--- src/rtl/div_unit.sv ---
// rtl/div_unit.sv - iterative radix-2 restoring divider for RV32M DIV/DIVU/REM/REMU
module div_unit #(
  parameter int XLEN = 32
) (
  input  logic            clk,
  input  logic            reset,
  input  logic            RtypedivE,
  input  logic [1:0]      funct3E,
  input  logic [XLEN-1:0] srcaE,
  input  logic [XLEN-1:0] srcbE,
  input  logic            flushE,
  output logic            busy,
  output logic            DIV_validE,
  output logic [XLEN-1:0] div_resultE
);

  localparam int CW = $clog2(XLEN);

  typedef enum logic [1:0] {IDLE, CALC, DONE} state_t;

  state_t            state_q, state_d;
  logic [XLEN-1:0]   rem_q, rem_d;
  logic [XLEN-1:0]   quo_q, quo_d;
  logic [XLEN-1:0]   dvsr_q, dvsr_d;
  logic [XLEN-1:0]   res_q, res_d;
  logic [CW-1:0]     cnt_q, cnt_d;
  logic              neg_quo_q, neg_quo_d;
  logic              neg_rem_q, neg_rem_d;
  logic              is_rem_q, is_rem_d;
  logic              busy_q, busy_d;
  logic              valid_q, valid_d;

  logic              a_neg, b_neg;
  logic [XLEN-1:0]   a_abs, b_abs;
  logic [XLEN:0]     rem_sh, diff;
  logic              fits;
  logic [XLEN-1:0]   rem_nx, quo_nx, quo_fix, rem_fix;

  always_comb begin
    a_neg = ~funct3E[0] & srcaE[XLEN-1];
    b_neg = ~funct3E[0] & srcbE[XLEN-1];
    a_abs = a_neg ? -srcaE : srcaE;
    b_abs = b_neg ? -srcbE : srcbE;

    // The shifted remainder never reaches twice the divisor, so bit XLEN of the
    // difference is a reliable borrow.
    rem_sh  = {rem_q, quo_q[XLEN-1]};
    diff    = rem_sh - {1'b0, dvsr_q};
    fits    = ~diff[XLEN];
    rem_nx  = fits ? diff[XLEN-1:0] : rem_sh[XLEN-1:0];
    quo_nx  = {quo_q[XLEN-2:0], fits};
    quo_fix = neg_quo_q ? -quo_nx : quo_nx;
    rem_fix = neg_rem_q ? -rem_nx : rem_nx;

    state_d   = state_q;
    rem_d     = rem_q;
    quo_d     = quo_q;
    dvsr_d    = dvsr_q;
    cnt_d     = cnt_q;
    neg_quo_d = neg_quo_q;
    neg_rem_d = neg_rem_q;
    is_rem_d  = is_rem_q;
    res_d     = '0;

    case (state_q)
      IDLE: begin
        if (RtypedivE && !flushE) begin
          is_rem_d = funct3E[1];
          if (srcbE == '0) begin
            res_d   = funct3E[1] ? srcaE : '1;
            state_d = DONE;
          end else if (!funct3E[0] && srcaE == {1'b1, {(XLEN-1){1'b0}}} && srcbE == '1) begin
            res_d   = funct3E[1] ? '0 : srcaE;
            state_d = DONE;
          end else begin
            quo_d     = a_abs;
            dvsr_d    = b_abs;
            rem_d     = '0;
            cnt_d     = CW'(XLEN-1);
            neg_quo_d = a_neg ^ b_neg;
            neg_rem_d = a_neg;
            state_d   = CALC;
          end
        end
      end
      CALC: begin
        rem_d = rem_nx;
        quo_d = quo_nx;
        cnt_d = cnt_q - CW'(1);
        if (cnt_q == '0) begin
          res_d   = is_rem_q ? rem_fix : quo_fix;
          state_d = DONE;
        end
      end
      DONE:    state_d = IDLE;
      default: state_d = IDLE;
    endcase

    if (flushE) begin
      state_d = IDLE;
      res_d   = '0;
    end

    busy_d  = (state_d != IDLE);
    valid_d = (state_d == DONE);
  end

  always_ff @(posedge clk or posedge reset) begin
    if (reset) begin
      state_q   <= IDLE;
      rem_q     <= '0;
      quo_q     <= '0;
      dvsr_q    <= '0;
      res_q     <= '0;
      cnt_q     <= '0;
      neg_quo_q <= 1'b0;
      neg_rem_q <= 1'b0;
      is_rem_q  <= 1'b0;
      busy_q    <= 1'b0;
      valid_q   <= 1'b0;
    end else begin
      state_q   <= state_d;
      rem_q     <= rem_d;
      quo_q     <= quo_d;
      dvsr_q    <= dvsr_d;
      res_q     <= res_d;
      cnt_q     <= cnt_d;
      neg_quo_q <= neg_quo_d;
      neg_rem_q <= neg_rem_d;
      is_rem_q  <= is_rem_d;
      busy_q    <= busy_d;
      valid_q   <= valid_d;
    end
  end

  assign busy        = busy_q;
  assign DIV_validE  = valid_q;
  assign div_resultE = res_q;

endmodule

--- config.mk ---
export PLATFORM = sky130hd
export DESIGN_NAME = div_unit
export DESIGN_NICKNAME = d
export VERILOG_FILES = /design/src/rtl/div_unit.sv
export SDC_FILE = /design/constraint.sdc
export NUM_CORES = 1
export LEC_CHECK = 0
export ABC_AREA = 1
export CAP_MARGIN = 40
export CORE_ASPECT_RATIO = 0.8
export CORE_MARGIN = 4
export CORE_UTILIZATION = 55
export DETAILED_ROUTE_END_ITERATION = 12
export PLACE_DENSITY = 0.8
export SYNTH_ARGS = -nofsm -noshare
export SYNTH_HDL_FRONTEND = slang
export SYNTH_SLANG_ARGS = --single-unit
--- constraint.sdc ---
create_clock -name clk -period 4.84 [get_ports clk]
set_clock_uncertainty 0.05 [all_clocks]
set_input_delay 0.726 -clock clk [delete_from_list [all_inputs] [get_ports clk]]
set_output_delay 0.726 -clock clk [all_outputs]
set_load 0.02 [all_outputs]
==> impl_metrics.yaml, run 1 <==
outcome:
  status: "finished clean"
grt:
  grt_overflow: 0
  grt_util_all_layers_pct: 34.4
  grt_pass1_wl_um: 69100
  antenna_found_initial: 2
  grt_max_degree: 76
  first_global_vias: 12800
route:
  detail_route.wl_per_cell_um: 18.5
  drt-total-wl_um: 44000
  drtIter0Drc: 1902
  via_count: 13900
  dr.pass1.iters: 6
  detail-route-antenna-nets: 0
  remaining_drc_errors: 0
  vias_per_cell: 5.85
timing:
  relSlewSlack_pct: 47.4
  fmax_mhz: 233
  hold_violations: 0
  fin_hold_ws_ns: 0.440
  setup_viol: 0
  setup_tns_ns: 0
  tightest_slew_ns: 0.789
  rsz0062_at_grt: "no"
  post-route-min-period_ns: 4.29
  finalCritPeriodShare_pct: 88.7
  slew_violations: 0
critical_path:
  r2r-start: "quo_q[31]"
  crit_type: "reg2reg"
  critPathLaunch: "quo_q[31]"
  path_common_cell: "nand2_2"
  slowest_delay_ns: 0.40
  cp.arrival_ns: 4.58
  crit_required_ns: 5.13
  cp-end-kind: "register"
  cp-start-kind: "register"
  crit_slowest_cell: "fa_1"
  cp_max_fo: 7
yosys:
  async_flop_share_pct: 100
  yosysWarnings: 0
  synth_cell_type_count: 54
  syn_avg_cell_area_um2: 6.38
  synth-seq-cells: 140
  netlist.area_leader.share_pct: 27.7
  synth_top_area_cell: "dfrtp_1"
  synth_edf_count: 0
  netlist_instances: 1983
  syn-num-nets: 2093
  syn_area_mm2: 0.0126
  ys_top_cells_by_area: "dfrtp_1 (28%), nand2_1 (17%), inv_1 (7.8%)"
  yosysSeqAreaShare_pct: 27.7
  synth_ff_type: "dfrtp_1"
job:
  maxCapViolCount: 0
min_path:
  hp-start: "dvsr_q[19]"
  hold_path_class: "reg2reg"
floorplanning:
  pin_count: 104
  die_w_um: 178
  start_util_pct: 56.0
  core_region_area_mm2: 0.0226
  std_cell_rows: 49
  dieArea_mm2: 0.0255
  die_y_um: 144
placed_design:
  io_buffers: 103
  gp_congestion: 1.01
  hpwlAfterDp_um: 34200
finish:
  drive_above_1_share_pct: 7.14
  antenna_cells: 0
  final_util_pct: 64.5
  fill_cells: 2156
  areaGrowthSynthToFinish_pct: 15.0
  fin_nets: 2171
clocking:
  cts_root_buf: "clkbuf_16"
  cts-buffers-inserted: 17
  cts_setup_buffers: 0
  cts_sinks: 140
  cts_resized: 0
  htree_levels: 4
  clk_latency_ns: 0.44
  cts_buffer_depth: 2
  cts_tree: "yes"
  clk_pin_slew_worst_paths_ns: 0.06
  cts_hold_buf: 0
pwr:
  irDropWorstVdd_mv: 0.413
  p_leak_uw: 0.00719
  power_density_mw_per_mm2: 627
path summary, 6_finish.rpt:
path / endpoint / slack, ns / cells after the start
min: dvsr_q[19] / 0.44 / 2
max: div_resultE[30] / 0.55 / 28
min in group asynchronous: quo_q[21] / 0.59 / 2
min reg2reg: dvsr_q[19] / 0.44 / 2
max in group asynchronous: dvsr_q[7] / 3.45 / 3
max reg2reg: div_resultE[30] / 0.55 / 28
logic make-up after synthesis:
group	count (synthesis)	synth area share, %
AND/OR/NAND/NOR	1039	35.9
buffers and inverters	349	11.0
flip-flops	140	27.7
XOR/XNOR	76	5.26
AO/OA/AOI/OAI	339	16.1
adder cells (fa/ha/maj)	40	4.02
power breakdown:
group,total (uW),internal (uW),switching [uW],leakage [uW]
combinational,6140,1870,4270,0.00510
clock,1340,728,608,0.000282
sequential,1640,1400,247,0.00181
metrics by stage:
stage	cell area (um^2)	power [uW]	std cells	setup slack [ns]
6_report	14500	9120	2380	0.549
3_3_place_gp	13900	7520	2344	0.0407
3_5_place_dp	14000	7610	2348	0.329
2_1_floorplan	12600	6230	1983	0.311
4_1_cts	14500	8970	2380	0.608
5_1_grt	14500	9900	2380	0.0821
metal layers:
| metal | global-route usage, % | routed length [um] | up-vias | share of wire [%] |
|---|---|---|---|---|
| met4 | 10.5 | 1270 | 2 | 2.9 |
| met1 | 50.8 | 19500 | 6426 | 44 |
| met5 | 0 | 11 | - | 0.025 |
| met3 | 7.84 | 4680 | 107 | 11 |
| li1 | - | - | 6617 | - |
| met2 | 50.4 | 18500 | 761 | 42 |
registers in the layout, summed over array words and instances (netlist names):
name         flops
rem_q           32
neg_quo_q        1
state_q          2
quo_q           32
is_rem_q         1
DIV_validE       1
neg_rem_q        1
div_resultE     32
dvsr_q          32
busy             1
cnt_q            5
synth_stat cells, types with 17 or more instances:
master,count
ha_1,39
inv_1,264
o21ai_0,118
xor2_1,59
nand4_1,32
nor3_1,39
nor2_1,188
xnor2_1,17
nand2_2,28
a21oi_1,85
clkbuf_1,47
nand3_1,139
o211ai_1,45
o22ai_1,20
nand2_1,562
dfrtp_1,140
area by class of cell:
| class | instances | area, um^2 | area share (%) |
|---|---|---|---|
| tap | 306 | 383 | 2.63 |
| clock buffer | 17 | 425 | 2.92 |
| timing repair buffer | 128 | 1270 | 8.72 |
| clock inverter | 15 | 153 | 1.05 |
| multi-input combinational | 1494 | 7760 | 53.3 |
| sequential | 140 | 3500 | 24.1 |
| inverter | 280 | 1060 | 7.26 |
cells in the final DEF (no fill, tap or decap), drive strengths merged, types with 39 or more instances in the layout:
| cell type | count |
|---|---|
| inv | 287 |
| o21ai | 131 |
| o211ai | 45 |
| nor3 | 41 |
| ha | 39 |
| a21oi | 90 |
| nand3 | 145 |
| dfrtp | 140 |
| nand2 | 599 |
| xor2 | 59 |
| clkdlybuf4s50 | 103 |
| nor2 | 196 |
critical path, delay by kind of cell (launching register included):
kind	cells	cell delay [ns]
AND/OR/NAND/NOR	16	1.96
adder cells (fa/ha/maj)	3	0.73
AO/OA/AOI/OAI	5	0.67
buffers and inverters	4	0.43
flip-flops	1	0.36
Power figures use the tool's default switching activity.
==> run 2: changes to the inputs <==
--- a/config.mk
+++ b/config.mk
@@ -5,13 +5,12 @@
 export SDC_FILE = /design/constraint.sdc
 export NUM_CORES = 1
 export LEC_CHECK = 0
-export ABC_AREA = 1
 export CAP_MARGIN = 40
 export CORE_ASPECT_RATIO = 0.8
 export CORE_MARGIN = 4
 export CORE_UTILIZATION = 55
 export DETAILED_ROUTE_END_ITERATION = 12
-export PLACE_DENSITY = 0.8
+export PLACE_DENSITY = 0.81
 export SYNTH_ARGS = -nofsm -noshare
 export SYNTH_HDL_FRONTEND = slang
 export SYNTH_SLANG_ARGS = --single-unit
==> impl_metrics.yaml, run 2 <==
timing:
  setup_viol: 0
  setup_tns_ns: 0
  tightest_slew_ns: 0.844
  slew_violations: 0
  fin_hold_ws_ns: 0.439
  hold_violations: 0
  fmax_mhz: 211
  relSlewSlack_pct: 43.7
  finalCritPeriodShare_pct: 97.7
  post-route-min-period_ns: 4.73
critical_path:
  cp-end-kind: "register"
  crit_type: "reg2reg"
  critPathLaunch: "rem_q[24]"
  r2r_setup_slack_ns: 0.11
  cp_max_fo: 9
  crit_slowest_cell: "a2111o_1"
  crit_required_ns: 5.07
  worstPathCellList: "ha_1 -> a21oi_1 -> o21ai_0 -> a2111o_1 -> a21o_1 -> o211a_2 -> clkinv_4 -> mux2i_4 -> ha_1 -> nor3b_1 -> nand2_1 -> mux2i_4 -> o211ai_4 -> nor3_4 -> a41o_1 -> mux2i_1 -> o21ai_1"
  cp.arrival_ns: 4.96
  reg2regPathDepth: 17
  slowest_delay_ns: 0.44
  r2r-start: "rem_q[24]"
  timing.rr.end: "div_resultE[28]"
  cp-start-kind: "register"
route:
  drtIter0Drc: 1645
  via_count: 11600
  detail-route-antenna-nets: 0
  remaining_drc_errors: 0
  dr.pass1.iters: 6
  drt-total-wl_um: 37000
  vias_per_cell: 6.67
  detail_route.wl_per_cell_um: 21.3
clocking:
  cts_root_buf: "clkbuf_16"
  cts_buffer_depth: 2
  htree_levels: 4
  cts_tree: "yes"
  cts_sinks: 140
  clk_latency_ns: 0.43
  cts-buffers-inserted: 17
  clk_pin_slew_worst_paths_ns: 0.06
  cts_hold_buf: 0
min_path:
  whs_endpoint: "dvsr_q[15]"
  min_delay_path_depth: 2
  hold_path_class: "reg2reg"
  hp-start: "dvsr_q[15]"
placed_design:
  io_buffers: 103
  gp_congestion: 0.997
  hpwlAfterDp_um: 27600
finish:
  mostFrequentLayoutCells: "dfrtp_1 (140), nor2_1 (132), nand2_1 (129)"
  antenna_cells: 0
  mostFrequentLayoutCell: "dfrtp_1"
  ff_latch_area_mm2: 0.00350
  fill_cells: 1683
  drive_above_1_share_pct: 8.58
  multi_input_area_mm2: 0.00754
  fin_nets: 1565
  areaGrowthSynthToFinish_pct: 16.7
yosys:
  ys_top_cells_by_count: "dfrtp_1 (140), nor2_1 (132), nand2_1 (130)"
  netlist.area_leader.share_pct: 30.4
  syn_avg_cell_area_um2: 8.31
  synth_cell_type_count: 96
  synth_top_area_cell: "dfrtp_1"
  syn_area_mm2: 0.0115
  yosysWarnings: 0
  netlist_instances: 1388
  yosysSeqAreaShare_pct: 30.4
  synth_edf_count: 0
  synth-seq-cells: 140
  ys_top_cells_by_area: "dfrtp_1 (30%), xnor2_1 (6.1%), nor2_1 (4.3%)"
  async_flop_share_pct: 100
  synth_ff_type: "dfrtp_1"
  synth.most_common_cell: "dfrtp_1"
  syn-num-nets: 1498
outcome:
  status: "finished clean"
grt:
  grt_util_all_layers_pct: 31.3
  antenna_found_initial: 1
  grt_pass1_wl_um: 58000
  grt_max_degree: 74
  grt_overflow: 0
  first_global_vias: 10700
pwr:
  power_density_mw_per_mm2: 317
  irDropWorstVdd_mv: 0.200
  p_leak_uw: 0.00544
floorplanning:
  start_util_pct: 55.9
  core_region_area_mm2: 0.0206
  die_w_um: 170
  std_cell_rows: 47
  die_y_um: 138
  dieArea_mm2: 0.0234
  pin_count: 104
job:
  maxCapViolCount: 0
[run 2: layout make-up]
class | count | area share, %
multi-input cells | 1108 | 56.0
flip-flops and latches | 140 | 26.0
repair buffers | 128 | 9.49
clock buffers | 18 | 3.26
well taps | 269 | 2.50
inverters | 60 | 1.75
clock inverters | 14 | 1.00
[run 2: worst max-delay path by stage]
stage                     slack, ns              end  depth (start not counted)
after floorplan                0.19  div_resultE[28]                         22
after global placement         0.29  div_resultE[28]                         17
after detailed placement       0.12  div_resultE[28]                         21
after CTS                     0.003  div_resultE[28]                         18
after global routing          -0.03  div_resultE[28]                         20
final                          0.11  div_resultE[28]                         17
[run 2: cell families after synthesis]
kind of cell	synth area share [%]
xor gates and xnor gates	10.2
and+or+nand+nor	18.9
muxes	4.16
adders and majority gates	4.40
AOI/OAI and AO/OA	26.8
DFF	30.4
buffers and inverters	5.17
[run 2: repair_timing]
item,CTS,global route
buffers inserted,0,2
resized for setup,0,13
setup endpoints to repair,0,9
endpoints found under the hold margin,0,0
[run 2: stage by stage]
step	setup slack [ns]	cell area (um^2)	util [%]	instances	total power [uW]
5_1_grt	-0.0342	13500	65.3	1737	4470
6_report	0.110	13500	65.3	1737	4270
4_1_cts	0.00305	13400	64.8	1735	4180
3_5_place_dp	0.120	12800	62.1	1703	2870
2_1_floorplan	0.189	11500	-	1388	2460
3_3_place_gp	0.287	12700	61.7	1698	2820
[run 2: per-layer routing]
layer  wire length (um)  GRT usage, %  share of wire [%]
met5                 13             0              0.035
met4                746          8.07                2.0
met3               4330          6.77                 12
met2              15900          45.7                 43
met1              16100          47.0                 43
[run 2: critical path, delay by kind of cell (launching register included)]
| family | cells | cell delay, ns |
|---|---|---|
| buffers and inverters | 1 | 0.10 |
| muxes | 3 | 0.74 |
| and+or+nand+nor | 3 | 0.78 |
| adders and majority gates | 2 | 0.63 |
| AOI/OAI and AO/OA | 8 | 1.85 |
| DFF | 1 | 0.41 |
[run 2: where the power goes]
part	leakage (uW)	switching, uW	internal, uW
clock network	0.000275	575	730
registers	0.00180	151	1290
logic	0.00337	906	616
==> run 3: changes to the inputs <==
--- a/config.mk
+++ b/config.mk
@@ -10,7 +10,8 @@
 export CORE_MARGIN = 4
 export CORE_UTILIZATION = 55
 export DETAILED_ROUTE_END_ITERATION = 12
-export PLACE_DENSITY = 0.81
+export DONT_BUFFER_PORTS = 1
+export PLACE_DENSITY = 0.74
 export SYNTH_ARGS = -nofsm -noshare
 export SYNTH_HDL_FRONTEND = slang
 export SYNTH_SLANG_ARGS = --single-unit
==> impl_metrics.yaml, run 3 (synthesized netlist as in run 2, its figures left out) <==
critical_path:
  crit_type: "reg2reg"
  reg2regPathDepth: 18
  cp_max_fo: 9
  crit_slowest_cell: "a2111o_1"
  worstPathCellList: "ha_1 -> a21o_1 -> or2_0 -> a2111o_1 -> a21o_1 -> o211a_2 -> clkinv_4 -> mux2i_2 -> ha_2 -> nand2_1 -> a21oi_2 -> nand4_1 -> mux2i_4 -> o211ai_4 -> nor3_4 -> o21ai_1 -> a311o_1 -> o21ai_1"
  crit_required_ns: 5.15
  cp-start-kind: "register"
  cp.arrival_ns: 4.97
  cp-end-kind: "register"
  slowest_delay_ns: 0.43
clocking:
  htree_levels: 4
  cts_buffer_depth: 2
  cts_sinks: 140
  cts_hold_buf: 0
  clk_latency_ns: 0.44
  cts_root_buf: "clkbuf_16"
  cts-buffers-inserted: 17
  cts_tree: "yes"
  clk_pin_slew_worst_paths_ns: 0.07
placed_design:
  place_inst: 1601
  gp_congestion: 0.947
  hpwlAfterDp_um: 27100
  io_buffers: 0
floorplanning:
  die_y_um: 138
  dieArea_mm2: 0.0234
  std_cell_rows: 47
  die_w_um: 170
  start_util_pct: 55.9
  core_region_area_mm2: 0.0206
  pin_count: 104
finish:
  mostFrequentLayoutCells: "dfrtp_1 (140), nor2_1 (132), nand2_1 (129)"
  mostFrequentLayoutCell: "dfrtp_1"
  drive_above_1_share_pct: 9.15
  fin_nets: 1463
  finalNonFillerCells: 1635
  antenna_cells: 0
  areaGrowthSynthToFinish_pct: 7.81
  fill_cells: 1791
pwr:
  irDropWorstVdd_mv: 0.266
  finalPower_uw: 4200
  power_density_mw_per_mm2: 338
  p_leak_uw: 0.00507
route:
  remaining_drc_errors: 0
  dr.pass1.iters: 5
  drt-total-wl_um: 36100
  detail_route.wl_per_cell_um: 22.1
  via_count: 10900
  vias_per_cell: 6.68
  drtIter0Drc: 1313
  detail-route-antenna-nets: 0
timing:
  hold_violations: 0
  tightest_slew_ns: 0.809
  setup_viol: 0
  post-route-min-period_ns: 4.67
  finalCritPeriodShare_pct: 96.4
  setup_tns_ns: 0
  slew_violations: 0
  relSlewSlack_pct: 45.7
  fmax_mhz: 214
outcome:
  status: "finished clean"
grt:
  grt_pass1_wl_um: 56300
  grt_util_all_layers_pct: 30.6
  first_global_vias: 10200
  antenna_found_initial: 2
  grt_overflow: 0
  grt_max_degree: 66
job:
  maxCapViolCount: 0
min_path:
  hold_path_class: "in2async"
-- run 3: per-layer routing --
metal | wire, um | GRT usage (%) | vias to the layer above
li1 | - | - | 5016
met1 | 16700 | 47.1 | 5320
met2 | 15400 | 44.1 | 527
met3 | 3350 | 6.08 | 59
met4 | 672 | 7.10 | 0
met5 | 0 | 0 | -
-- run 3: area by class of cell --
class                   instances  area [um^2]  area share, %
clock buffers                  17          425           3.42
clock inverters                15          151           1.22
inverters                      60          235           1.89
multi-input cells            1108         7530           60.5
flip-flops and latches        140         3500           28.2
well taps                     269          337           2.71
repair buffers                 26          263           2.11
-- run 3: worst paths after layout --
check                      startpoint  slack [ns]              end
min in group clk           funct3E[0]        0.34        neg_quo_q
min reg2reg                dvsr_q[15]        0.43       dvsr_q[15]
min                             reset        0.08         quo_q[5]
max in group asynchronous       reset        3.37       dvsr_q[19]
max                         rem_q[22]        0.17  div_resultE[30]
max reg2reg                 rem_q[22]        0.17  div_resultE[30]
-- run 3: worst max-delay path, delay by kind of cell, from the launching register on --
kind / cells / cell delay [ns]
AO/OA/AOI/OAI: 9 / 2.00
adder cells (fa/ha/maj): 2 / 0.64
buffers and inverters: 1 / 0.09
flip-flops: 1 / 0.42
multiplexers: 2 / 0.56
AND/OR/NAND/NOR: 4 / 0.82
-- run 3: stage by stage --
stage,instance area [um^2],setup WS [ns],hold WS (ns),utilization [%]
after global routing,12400,-0.0511,0.0942,60.3
after global placement,11700,0.277,0.414,56.7
after detailed placement,11800,0.141,0.420,57.2
final,12400,0.173,0.0827,60.3
after floorplan,11500,0.189,0.400,-
after CTS,12400,0.0397,0.0872,60.0
-- run 3: power by group --
part	internal (uW)	switching (uW)
combinational	565	869
clock	728	608
sequential	1290	139
total	2590	1620
-- run 3: repair_timing --
item	4_1_cts	5_1_grt
endpoints found under the setup margin	0	10
setup buffers	0	2
gates resized for setup	0	10
